[src/rtl/hazard_scoreboard_pkg.sv]
// ============================================================================
// hazard_scoreboard_pkg : shared load-use scoreboard definitions
// Rev 1.0 - initial release
// ============================================================================
`default_nettype none

package hazard_scoreboard_pkg;

  localparam int c_ADDR_WIDTH   = 4;
  localparam int c_LOAD_LATENCY = 1;

  typedef enum logic {
    NO_STALL_PIPELINE = 1'b0,
    STALL_PIPELINE    = 1'b1
  } stall_pipeline_sig;

endpackage

`default_nettype wire

[src/rtl/hazard_scoreboard_countdown.sv]
// ============================================================================
// hazard_countdown : per-register in-flight load countdown
// Rev 1.0 - initial release
// ============================================================================
`default_nettype none

module hazard_countdown #(
  parameter int CW = 1
) (
  input  wire logic          clk_i,
  input  wire logic          reset_n_i,
  input  wire logic          i_set,
  input  wire logic [CW-1:0] i_load_val,
  input  wire logic          i_dec,
  output logic               o_nonzero
);

  logic [CW-1:0] r_count;

  // A new load overrides any decrement in flight on the same register.
  always_ff @(posedge clk_i or negedge reset_n_i) begin
    if (!reset_n_i) begin
      r_count <= '0;
    end else if (i_set) begin
      r_count <= i_load_val;
    end else if (i_dec && (r_count != '0)) begin
      r_count <= r_count - CW'(1);
    end
  end

  assign o_nonzero = |r_count;

endmodule

`default_nettype wire

[src/rtl/hazard_scoreboard.sv]
// ============================================================================
// hazard_scoreboard : load-use hazard detection with multi-cycle load latency
// Rev 1.0 - initial release
// ============================================================================
`default_nettype none

module hazard_scoreboard
  import hazard_scoreboard_pkg::*;
#(
  parameter int ADDR_WIDTH   = c_ADDR_WIDTH,
  parameter int NUM_SRC      = 3,
  parameter int LOAD_LATENCY = c_LOAD_LATENCY,
  parameter int CNT_WIDTH    = 32
) (
  input  wire logic                               clk_i,
  input  wire logic                               reset_n_i,
  input  wire logic                               mem_read_EXE_i,
  input  wire logic                               reg_write_EXE_i,
  input  wire logic [ADDR_WIDTH-1:0]              dest_addr_reg_EXE_i,
  input  wire logic [NUM_SRC-1:0][ADDR_WIDTH-1:0] source_reg_DECODE_i,
  input  wire logic [NUM_SRC-1:0]                 source_valid_DECODE_i,
  input  wire logic                               flush_i,
  output stall_pipeline_sig                       stall_pipeline_o,
  output logic                                    hazard_detector_invalidate_o,
  output logic [NUM_SRC-1:0]                      stall_src_o,
  output logic [CNT_WIDTH-1:0]                    stall_cycles_o
);

  localparam int              c_NUM_REGS = 2 ** ADDR_WIDTH;
  localparam int              c_CW       = $clog2(LOAD_LATENCY + 1);
  localparam logic [c_CW-1:0] c_LOAD_VAL = c_CW'(LOAD_LATENCY - 1);

  logic                  w_load_live;
  logic [c_NUM_REGS-1:0] w_busy;
  logic [NUM_SRC-1:0]    w_hazard;
  logic [CNT_WIDTH-1:0]  r_stall_cycles;

  assign w_load_live = mem_read_EXE_i && reg_write_EXE_i && !flush_i;

  generate
    for (genvar g = 0; g < c_NUM_REGS; g++) begin : g_countdown
      hazard_countdown #(
        .CW (c_CW)
      ) u_countdown (
        .clk_i      (clk_i),
        .reset_n_i  (reset_n_i),
        .i_set      (w_load_live && (dest_addr_reg_EXE_i == ADDR_WIDTH'(g))),
        .i_load_val (c_LOAD_VAL),
        .i_dec      (1'b1),
        .o_nonzero  (w_busy[g])
      );
    end
  endgenerate

  // The live-EXE match covers the first stall cycle; the countdown covers the rest.
  always_comb begin
    w_hazard = '0;
    for (int i = 0; i < NUM_SRC; i++) begin
      w_hazard[i] = source_valid_DECODE_i[i] &&
                    ((w_load_live && (source_reg_DECODE_i[i] == dest_addr_reg_EXE_i)) ||
                     w_busy[source_reg_DECODE_i[i]]);
    end
  end

  // Reset gating keeps the combinational stall quiet while counters are held clear.
  assign stall_src_o = (flush_i || !reset_n_i) ? '0 : w_hazard;
  assign stall_pipeline_o = (|stall_src_o) ? STALL_PIPELINE : NO_STALL_PIPELINE;
  assign hazard_detector_invalidate_o = (stall_pipeline_o == STALL_PIPELINE);

  always_ff @(posedge clk_i or negedge reset_n_i) begin
    if (!reset_n_i) begin
      r_stall_cycles <= '0;
    end else if ((stall_pipeline_o == STALL_PIPELINE) && !(&r_stall_cycles)) begin
      r_stall_cycles <= r_stall_cycles + CNT_WIDTH'(1);
    end
  end

  assign stall_cycles_o = r_stall_cycles;

endmodule

`default_nettype wire
[config.mk]
export PLATFORM = sky130hd
export DESIGN_NAME = hazard_scoreboard
export DESIGN_NICKNAME = d
export VERILOG_FILES = /design/src/rtl/hazard_scoreboard_pkg.sv /design/src/rtl/hazard_scoreboard_countdown.sv /design/src/rtl/hazard_scoreboard.sv
export SDC_FILE = /design/constraint.sdc
export NUM_CORES = 1
export LEC_CHECK = 0
export BUFFER_PORTS_ARGS = -buffer_cell sky130_fd_sc_hd__buf_2
export CAP_MARGIN = 20
export CORE_AREA = 2 2 58 82
export CTS_BUF_LIST = sky130_fd_sc_hd__clkbuf_16
export CTS_CLUSTER_DIAMETER = 80
export CTS_CLUSTER_SIZE = 25
export DETAILED_ROUTE_END_ITERATION = 10
export DIE_AREA = 0 0 60 84
export HOLD_SLACK_MARGIN = 0.12
export PLACE_DENSITY = 0.81
export SLEW_MARGIN = 40
export SYNTH_ARGS = -nofsm -noshare
export SYNTH_HDL_FRONTEND = slang
export SYNTH_SLANG_ARGS = --single-unit
[constraint.sdc]
create_clock -name clk_i -period 2.3 [get_ports clk_i]
set_input_delay 0.23 -clock clk_i [delete_from_list [all_inputs] [get_ports clk_i]]
set_output_delay 0.23 -clock clk_i [all_outputs]
set_load 0.05 [all_outputs]
==> results of run 1 <==
==> power groups by stage <==
stage	sequential, W	combinational, W	clock (W)
final	0.000592	0.000141	0.000625
after global routing	0.000596	0.000155	0.000652
after CTS	0.000592	0.000144	0.000631
after detailed placement	0.000602	0.000142	0
after global placement	0.000600	0.000137	0
after floorplan	0.000643	0.0000389	0
==> Yosys cell counts <==
library cell and number:
clkbuf_1 1, nand2_2 1, ha_1 1, and4_1 1, buf_2 1, dfrtp_1 32, nand4_4 1, inv_2 1
nor3_2 4, nor3b_1 1, nand2_1 14, xnor2_1 14, and4b_1 1, nor2_1 8, inv_1 4, buf_4 3
nor4_4 1, nand4_1 12, nand3_1 13, xor2_1 29, and2_1 1, nor4b_2 4, and3_1 1, nor4_2 8
nand4_2 1, nor4_1 3, mux2_1 1, nor3_1 14, nor3_4 1, buf_6 2
==> path summary, 6_finish.rpt <==
kind	cells past startpoint	start	slack (ns)	endpoint
setup / recovery	7	stall_cycles_o[3]$_DFFE_PN0P_	0.29	stall_cycles_o[12]$_DFFE_PN0P_
min in group asynchronous	3	reset_n_i	0.55	stall_cycles_o[10]$_DFFE_PN0P_
hold reg to reg	1	stall_cycles_o[10]$_DFFE_PN0P_	0.49	stall_cycles_o[10]$_DFFE_PN0P_
hold / removal	1	stall_cycles_o[10]$_DFFE_PN0P_	0.49	stall_cycles_o[10]$_DFFE_PN0P_
max in group asynchronous	3	reset_n_i	1.47	stall_cycles_o[15]$_DFFE_PN0P_
setup reg to reg	7	stall_cycles_o[3]$_DFFE_PN0P_	0.29	stall_cycles_o[12]$_DFFE_PN0P_
==> final cells by class <==
type / count / area [um2]
Fill cell: 399 / 1938
Multi-Input combinational cell: 135 / 1046
Sequential cell: 32 / 800.8
Timing Repair Buffer: 69 / 370.4
Clock buffer: 5 / 125.1
Tap cell: 62 / 77.57
Inverter: 5 / 18.77
Clock inverter: 3 / 13.76
==> timing repair <==
action / CTS / global route
hold buffers: 1 / 0
gates resized for setup: 0 / 0
endpoints found under the setup margin: 0 / 0
hold endpoints to repair: 32 / 0
==> per-layer routing <==
layer	GRT usage	wire (um)
met1	0.2156	1652
met2	0.3083	2226
met3	0.03876	187
met4	0.09293	113
met5	0	0
==> through the flow <==
stage | instances | worst slack (ns) | utilization
2_1_floorplan | 179 | 0.1103 | -
3_3_place_gp | 302 | 0.3461 | 0.5247
3_5_place_dp | 302 | 0.2961 | 0.5247
4_1_cts | 311 | 0.2774 | 0.5586
5_1_grt | 311 | 0.1091 | 0.5586
6_report | 311 | 0.2862 | 0.5586
==> cells by family (layout without fill, tap and decap cells) <==
family / Yosys count / after routing / share of synthesized area
fa+ha+maj: 1 / 1 / 0.006578
simple gates: 90 / 90 / 0.3303
xor+xnor: 43 / 43 / 0.1980
buf+inv: 12 / 82 / 0.03815
flops: 32 / 32 / 0.4211
mux: 1 / 1 / 0.005921
==> results.txt, run 1 <==
Vias: 1583
CTS Buf Count: 5
Starting Density: 0.4332
CP delay by family, top: simple AND/OR/NAND/NOR gates
count of pins over their slew limit: 0
YS warnings: 0
setup violators final: 0
Detailed Route Iter0 Violations: 34
die area: 5040 um2
synthesized instance count: 179
clock tree buffer depth: 2
antenna violation net count after detailed routing: 0
Avg WL per Cell: 13.44 um
f_max: 0.4966 GHz
vias in the first global route: 1562
Mapped Avg Cell Area: 10.62 um2
max-cap viol count: 0
Seq/Total Area, Yosys: 0.4211
top cell type by total area after synthesis: dfrtp_1
Crit. End Element: flop
RSZ-0062 raised after global routing: no
Internal: 0.001017 W
Arr. time, crit path: 2.16 ns
Yosys reg bits: 32
initial antenna violation count: 0
Die Ht: 84 um
worst-margin pin slew: 0.4142 ns
Root Buffer: clkbuf_16
Pleak: 1.292 nW
Cell variety after synth: 30
status: finished clean
Placer Congestion: 0.8182
total track usage: 0.1851
most frequent cells in the layout: buf_2 (60), dfrtp_1 (32), xor2_1 (29)
final WL: 4.180 mm
Mapped Nets: 204
net switching power: 0.0003406 W
commonest non-fill, non-tap cell in the layout: buf_2
final count of hold timing violations: 0
setup TNS: 0 ns
Req. time, crit path: 2.45 ns
die width: 60 um
Worst path max stage delay: 0.47 ns
Core ar.: 4390 um2
pin count of the biggest net entering global routing: 33
post-synthesis instance area: 1902 um2
Comb power frac: 0.104
Site Rows: 29
fin crit share: 0.8755
Nets: 273
Via density: 5.090
crit path max fanout: 12
crit path cell chain: nand4_4 > nor4_4 > nand2_2 > nor3_4 > buf_4 > nor4_2 > xor2_1
slew margin rel.: 0.7239
PwrDens: 553.7 nW/um2
hold slack: 0.4929 ns
CP max stage cell: dfrtp_1
worst min path class: reg -> reg
max reg flops: 32
Switching Share: 0.2508
critical setup path kind: reg -> reg
DRC errors left: 0
share of the synthesized area in the top cell type: 0.4211
Reg clk slew, reported paths: 0.05 ns
area delta synth->final: 28.95%
fin crit period: 2.014 ns
Final Power: 0.001358 W
HPWL Detailed: 3.289 mm
CTS H-tree lvls: 2
ant diodes: 0
Top Ports: 61
CTS tree: done
final instance area: 2452 um2
CP Buf/Inv Count: 1
Area after DPL: 2303 um2
Area contributors post-synth: dfrtp_1 (42%), xor2_1 (13%), xnor2_1 (6.4%)
Seq pwr share: 0.436
GR Overflow Total: 0
Startpoint Class: flop
clock network fraction of design power: 0.460
DRT Pass-1 Iters: 4
first-pass GRT wire length: 7.086 mm
Sink Count: 32
share of cells above drive strength 1: 0.3976
worst-skew pair later-pin latency: 0.28 ns
Port Buf Inserts: 60
clk_skew: 0.005914 ns
Peak VDD IR: 0.2455 mV
Setup Buffers After CTS: 0
Power figures use the tool's default switching activity.
==> run 2, diff against run 1 <==
--- a/config.mk
+++ b/config.mk
@@ -7,14 +7,14 @@
 export LEC_CHECK = 0
 export BUFFER_PORTS_ARGS = -buffer_cell sky130_fd_sc_hd__buf_2
 export CAP_MARGIN = 20
-export CORE_AREA = 2 2 58 82
+export CORE_AREA = 2 2 69 71
 export CTS_BUF_LIST = sky130_fd_sc_hd__clkbuf_16
 export CTS_CLUSTER_DIAMETER = 80
 export CTS_CLUSTER_SIZE = 25
 export DETAILED_ROUTE_END_ITERATION = 10
-export DIE_AREA = 0 0 60 84
+export DIE_AREA = 0 0 71 73
 export HOLD_SLACK_MARGIN = 0.12
-export PLACE_DENSITY = 0.81
+export PLACE_DENSITY = 0.79
 export SLEW_MARGIN = 40
 export SYNTH_ARGS = -nofsm -noshare
 export SYNTH_HDL_FRONTEND = slang
==> results.txt, run 2 (synthesized netlist as in run 1, its figures left out) <==
Reg clk slew, reported paths: 0.05 ns
area of the multi-input gates: 1046 um2
Port Buf Inserts: 60
Worst Reg-to-Reg Cells: 8
crit path max fanout: 9
Final Power: 0.001465 W
slew margin rel.: 0.7173
PwrDens: 595.6 nW/um2
worst-skew pair later-pin latency: 0.28 ns
critical setup path kind: reg -> reg
Worst Setup SP: stall_cycles_o[0]$_DFFE_PN0P_
Core ar.: 4536 um2
initial antenna violation count: 0
setup violators final: 0
Crit. End Element: flop
antenna violation net count after detailed routing: 0
share of cells above drive strength 1: 0.3952
final instance area: 2460 um2
f_max: 0.5141 GHz
Setup Buffers After CTS: 0
die area: 5183 um2
first-pass GRT wire length: 7.072 mm
sequential cell area: 800.8 um2
DRT Pass-1 Iters: 4
M2 GR Usage: 0.2960
Global Route met1 Usage: 0.2167
final count of hold timing violations: 0
Peak VDD IR: 0.3492 mV
# fillers: 411
Comb power frac: 0.096
cts repair resizes: 0
Via density: 5.311
r2r startpoint: stall_cycles_o[0]$_DFFE_PN0P_
Req. time, crit path: 2.45 ns
DRC errors left: 0
CTS tree: done
Placer Congestion: 0.8109
Top Ports: 61
max reg flops: 32
Site Rows: 25
Starting Density: 0.4193
CTS H-tree lvls: 2
die width: 71 um
Area after DPL: 2286 um2
Seq pwr share: 0.405
clock tree buffer depth: 2
Detailed Route Iter0 Violations: 100
clk_skew: 0.006002 ns
total track usage: 0.1746
Arr. time, crit path: 2.10 ns
most used routing layer: met2
crit path to: stall_cycles_o[8]$_DFFE_PN0P_
Internal: 0.001128 W
Nets: 272
Die Ht: 73 um
Pleak: 1.301 nW
HPWL Detailed: 3.293 mm
reg2reg setup slack: 0.35 ns
net switching power: 0.0003368 W
count of pins over their slew limit: 0
commonest non-fill, non-tap cell in the layout: buf_2
Avg WL per Cell: 14.27 um
fin crit share: 0.8457
CTS Buf Count: 5
ant diodes: 0
clock network fraction of design power: 0.500
vias in the first global route: 1512
R2R Path End: stall_cycles_o[8]$_DFFE_PN0P_
GR Util met3: 0.04834
fin crit period: 1.945 ns
pin count of the biggest net entering global routing: 33
Vias: 1604
Switching Share: 0.2299
GR Overflow Total: 0
RSZ-0062 raised after global routing: no
worst min path class: reg -> reg
max-cap viol count: 0
Sink Count: 32
most frequent cells in the layout: buf_2 (60), dfrtp_1 (32), xor2_1 (29)
fin cells: 302
status: finished clean
area delta synth->final: 29.34%
worst-margin pin slew: 0.4240 ns
Startpoint Class: flop
final WL: 4.310 mm
Root Buffer: clkbuf_16
hold buffer count at CTS: 1
setup TNS: 0 ns
Post-Place Cells: 293
[run 2: metal layers]
metal  share of wire  routed length [um]
met4          0.0056                  24
met3           0.072                 309
met5               0                   0
met2            0.49                2122
met1            0.43                1854
[run 2: power groups by stage]
stage	Sequential, W	Clock [W]	Combinational [W]
final	0.000593	0.000732	0.000140
after global routing	0.000593	0.000779	0.000151
after CTS	0.000593	0.000752	0.000144
after detailed placement	0.000603	0	0.000142
after global placement	0.000600	0	0.000139
after floorplan	0.000643	0	0.0000389
[run 2: worst min path at each step]
stage | startpoint | end | depth (start not counted)
after detailed placement | reset_n_i | stall_cycles_o[9]$_DFFE_PN0P_ | 2
after CTS | stall_cycles_o[23]$_DFFE_PN0P_ | stall_cycles_o[23]$_DFFE_PN0P_ | 1
after floorplan | reset_n_i | stall_cycles_o[0]$_DFFE_PN0P_ | 0
after global routing | stall_cycles_o[23]$_DFFE_PN0P_ | stall_cycles_o[23]$_DFFE_PN0P_ | 1
after global placement | reset_n_i | stall_cycles_o[9]$_DFFE_PN0P_ | 2
final | stall_cycles_o[23]$_DFFE_PN0P_ | stall_cycles_o[23]$_DFFE_PN0P_ | 1
[run 2: through the flow]
step / util / hold slack [ns] / worst slack, ns
floorplan: - / -0.06559 / 0.1103
global placement: 0.5040 / 0.3290 / 0.3986
detailed placement: 0.5040 / 0.3241 / 0.3678
CTS: 0.5423 / 0.4910 / 0.3516
global route: 0.5423 / 0.5181 / 0.2116
finish: 0.5423 / 0.4848 / 0.3548
[run 2: layout make-up]
class | instances | share of cell area
well taps | 54 | 0.02747
clock buffers | 5 | 0.05086
flip-flops and latches | 32 | 0.3255
multi-input cells | 135 | 0.4252
repair buffers | 68 | 0.1475
inverters | 5 | 0.007630
clock inverters | 3 | 0.01577
[run 2: critical path: stages (launching register included)]
cell,delay [ns]
dfrtp_1,0.41
ha_1,0.25
nand4_1,0.18
nor4_4,0.21
nand2_2,0.14
nor3_4,0.18
buf_4,0.22
nor3_1,0.08
xor2_1,0.15
==> run 3, diff against run 2 <==
==> constraint.sdc (replaced) <==
create_clock -name clk_i -period 1.97 [get_ports clk_i]
set_input_delay 0.197 -clock clk_i [delete_from_list [all_inputs] [get_ports clk_i]]
set_output_delay 0.197 -clock clk_i [all_outputs]
set_load 0.05 [all_outputs]
==> results.txt, run 3 (synthesized netlist as in run 1, its figures left out) <==
r2r startpoint: stall_cycles_o[8]$_DFFE_PN0P_
Site Rows: 25
worst-margin pin slew: 0.4261 ns
clock tree buffer depth: 2
setup TNS: 0 ns
f_max: 0.5408 GHz
final instance area: 2496 um2
most frequent cells in the layout: buf_2 (60), xor2_1 (29), dfrtp_2 (16), dfrtp_1 (16)
Worst path max stage delay: 0.39 ns
Avg WL per Cell: 14.33 um
Worst Setup SP: stall_cycles_o[8]$_DFFE_PN0P_
Setup WS pre-CTS: 0.09031 ns
clk_skew: 0.008224 ns
max reg flops: 32
PwrDens: 637.4 nW/um2
Util after Layout: 0.5503
worst-skew pair later-pin latency: 0.28 ns
share of cells above drive strength 1: 0.4680
crit path cell chain: nand4_1 > nor4_4 > nand2_2 > nor3_4 > buf_4 > nor3_1 > xor2_1
commonest non-fill, non-tap cell in the layout: buf_2
HPWL Detailed: 3.234 mm
area delta synth->final: 31.25%
Sink Count: 32
Vias: 1602
RSZ-0062 raised after global routing: yes
max-cap viol count: 0
Req. time, crit path: 2.12 ns
ant diodes: 0
vias in the first global route: 1556
fin crit period: 1.849 ns
Placer Congestion: 0.8181
pin count of the biggest net entering global routing: 33
setup violators final: 0
Peak VDD IR: 0.2660 mV
Root Buffer: clkbuf_16
CTS Buf Count: 5
die width: 71 um
first-pass GRT wire length: 7.162 mm
Top Ports: 61
CTS tree: done
Via density: 5.270
critical setup path kind: reg -> reg
Reg clk slew, reported paths: 0.05 ns
crit path max fanout: 6
final setup margin: 0.1209 ns
fin crit share: 0.9386
CTS H-tree lvls: 2
Area after DPL: 2326 um2
Core ar.: 4536 um2
Starting Density: 0.4193
Die Ht: 73 um
worst min path class: reg -> reg
HP Start: stall_cycles_o[10]$_DFFE_PN0P_
Pleak: 1.290 nW
total track usage: 0.1784
Setup Buffers After CTS: 0
DRC errors left: 0
Crit. End Element: flop
antenna violation net count after detailed routing: 0
DRT Pass-1 Iters: 4
Arr. time, crit path: 2.00 ns
Port Buf Inserts: 60
final WL: 4.357 mm
CP max stage cell: dfrtp_2
GR Overflow Total: 0
Nets: 274
final count of hold timing violations: 0
status: finished clean
die area: 5183 um2
Detailed Route Iter0 Violations: 107
slew margin rel.: 0.7133
count of pins over their slew limit: 0
initial antenna violation count: 0
Startpoint Class: flop
==> run 3: layout make-up <==
class,instances,area [um2]
clock buffer,5,125.1
multi-input combinational,135,1067
inverter,5,21.27
timing repair buffer,70,381.6
sequential,32,820.8
tap,54,67.56
clock inverter,3,12.51
fill,405,2039
==> run 3: per-stage QoR <==
| stage | hold slack [ns] | std cells | power, W |
|---|---|---|---|
| global route | 0.5017 | 304 | 0.001659 |
| finish | 0.4769 | 304 | 0.001591 |
| floorplan | -0.09859 | 179 | 0.0007998 |
| global placement | 0.2957 | 295 | 0.0008654 |
| detailed placement | 0.2915 | 295 | 0.0008698 |
| CTS | 0.4766 | 304 | 0.001599 |
==> run 3: per-layer routing <==
metal | GRT usage | vias up | wire length [um]
met2 | 0.2721 | 55 | 2038
met1 | 0.2295 | 762 | 1954
met3 | 0.04834 | 11 | 232
met4 | 0.1006 | 0 | 131
li1 | - | 774 | -
met5 | 0 | - | 0
==> run 3: power by group <==
group | internal [W] | total (W) | switching (W) | leakage [nW]
combinational | 0.0000603 | 0.000167 | 0.000106 | 0.809
clock | 0.000455 | 0.000725 | 0.000270 | 0.0762
sequential | 0.000675 | 0.000699 | 0.0000244 | 0.405
total | 0.00119 | 0.00159 | 0.000401 | 1.29
==> run 3: worst max-delay path: cells and delay by family, from the launching register on <==
family	cells	cell delay, ns
simple gates	5	0.96
flops	1	0.39
buf+inv	1	0.21
xor+xnor	1	0.14
==> run 3: worst paths after layout <==
kind | end | slack [ns] | cells after the start
max | stall_cycles_o[31]$_DFFE_PN0P_ | 0.12 | 7
min | stall_cycles_o[10]$_DFFE_PN0P_ | 0.48 | 1
max reg2reg | stall_cycles_o[31]$_DFFE_PN0P_ | 0.12 | 7
min reg2reg | stall_cycles_o[10]$_DFFE_PN0P_ | 0.48 | 1
max in group asynchronous | stall_cycles_o[16]$_DFFE_PN0P_ | 1.14 | 3
min in group asynchronous | stall_cycles_o[9]$_DFFE_PN0P_ | 0.51 | 3
==> run 3: timing repair <==
action | in CTS | in global routing
hold endpoints to repair | 32 | 0
setup endpoints to repair | 0 | 13
hold buffers | 1 | 0
gates resized for setup | 0 | 4
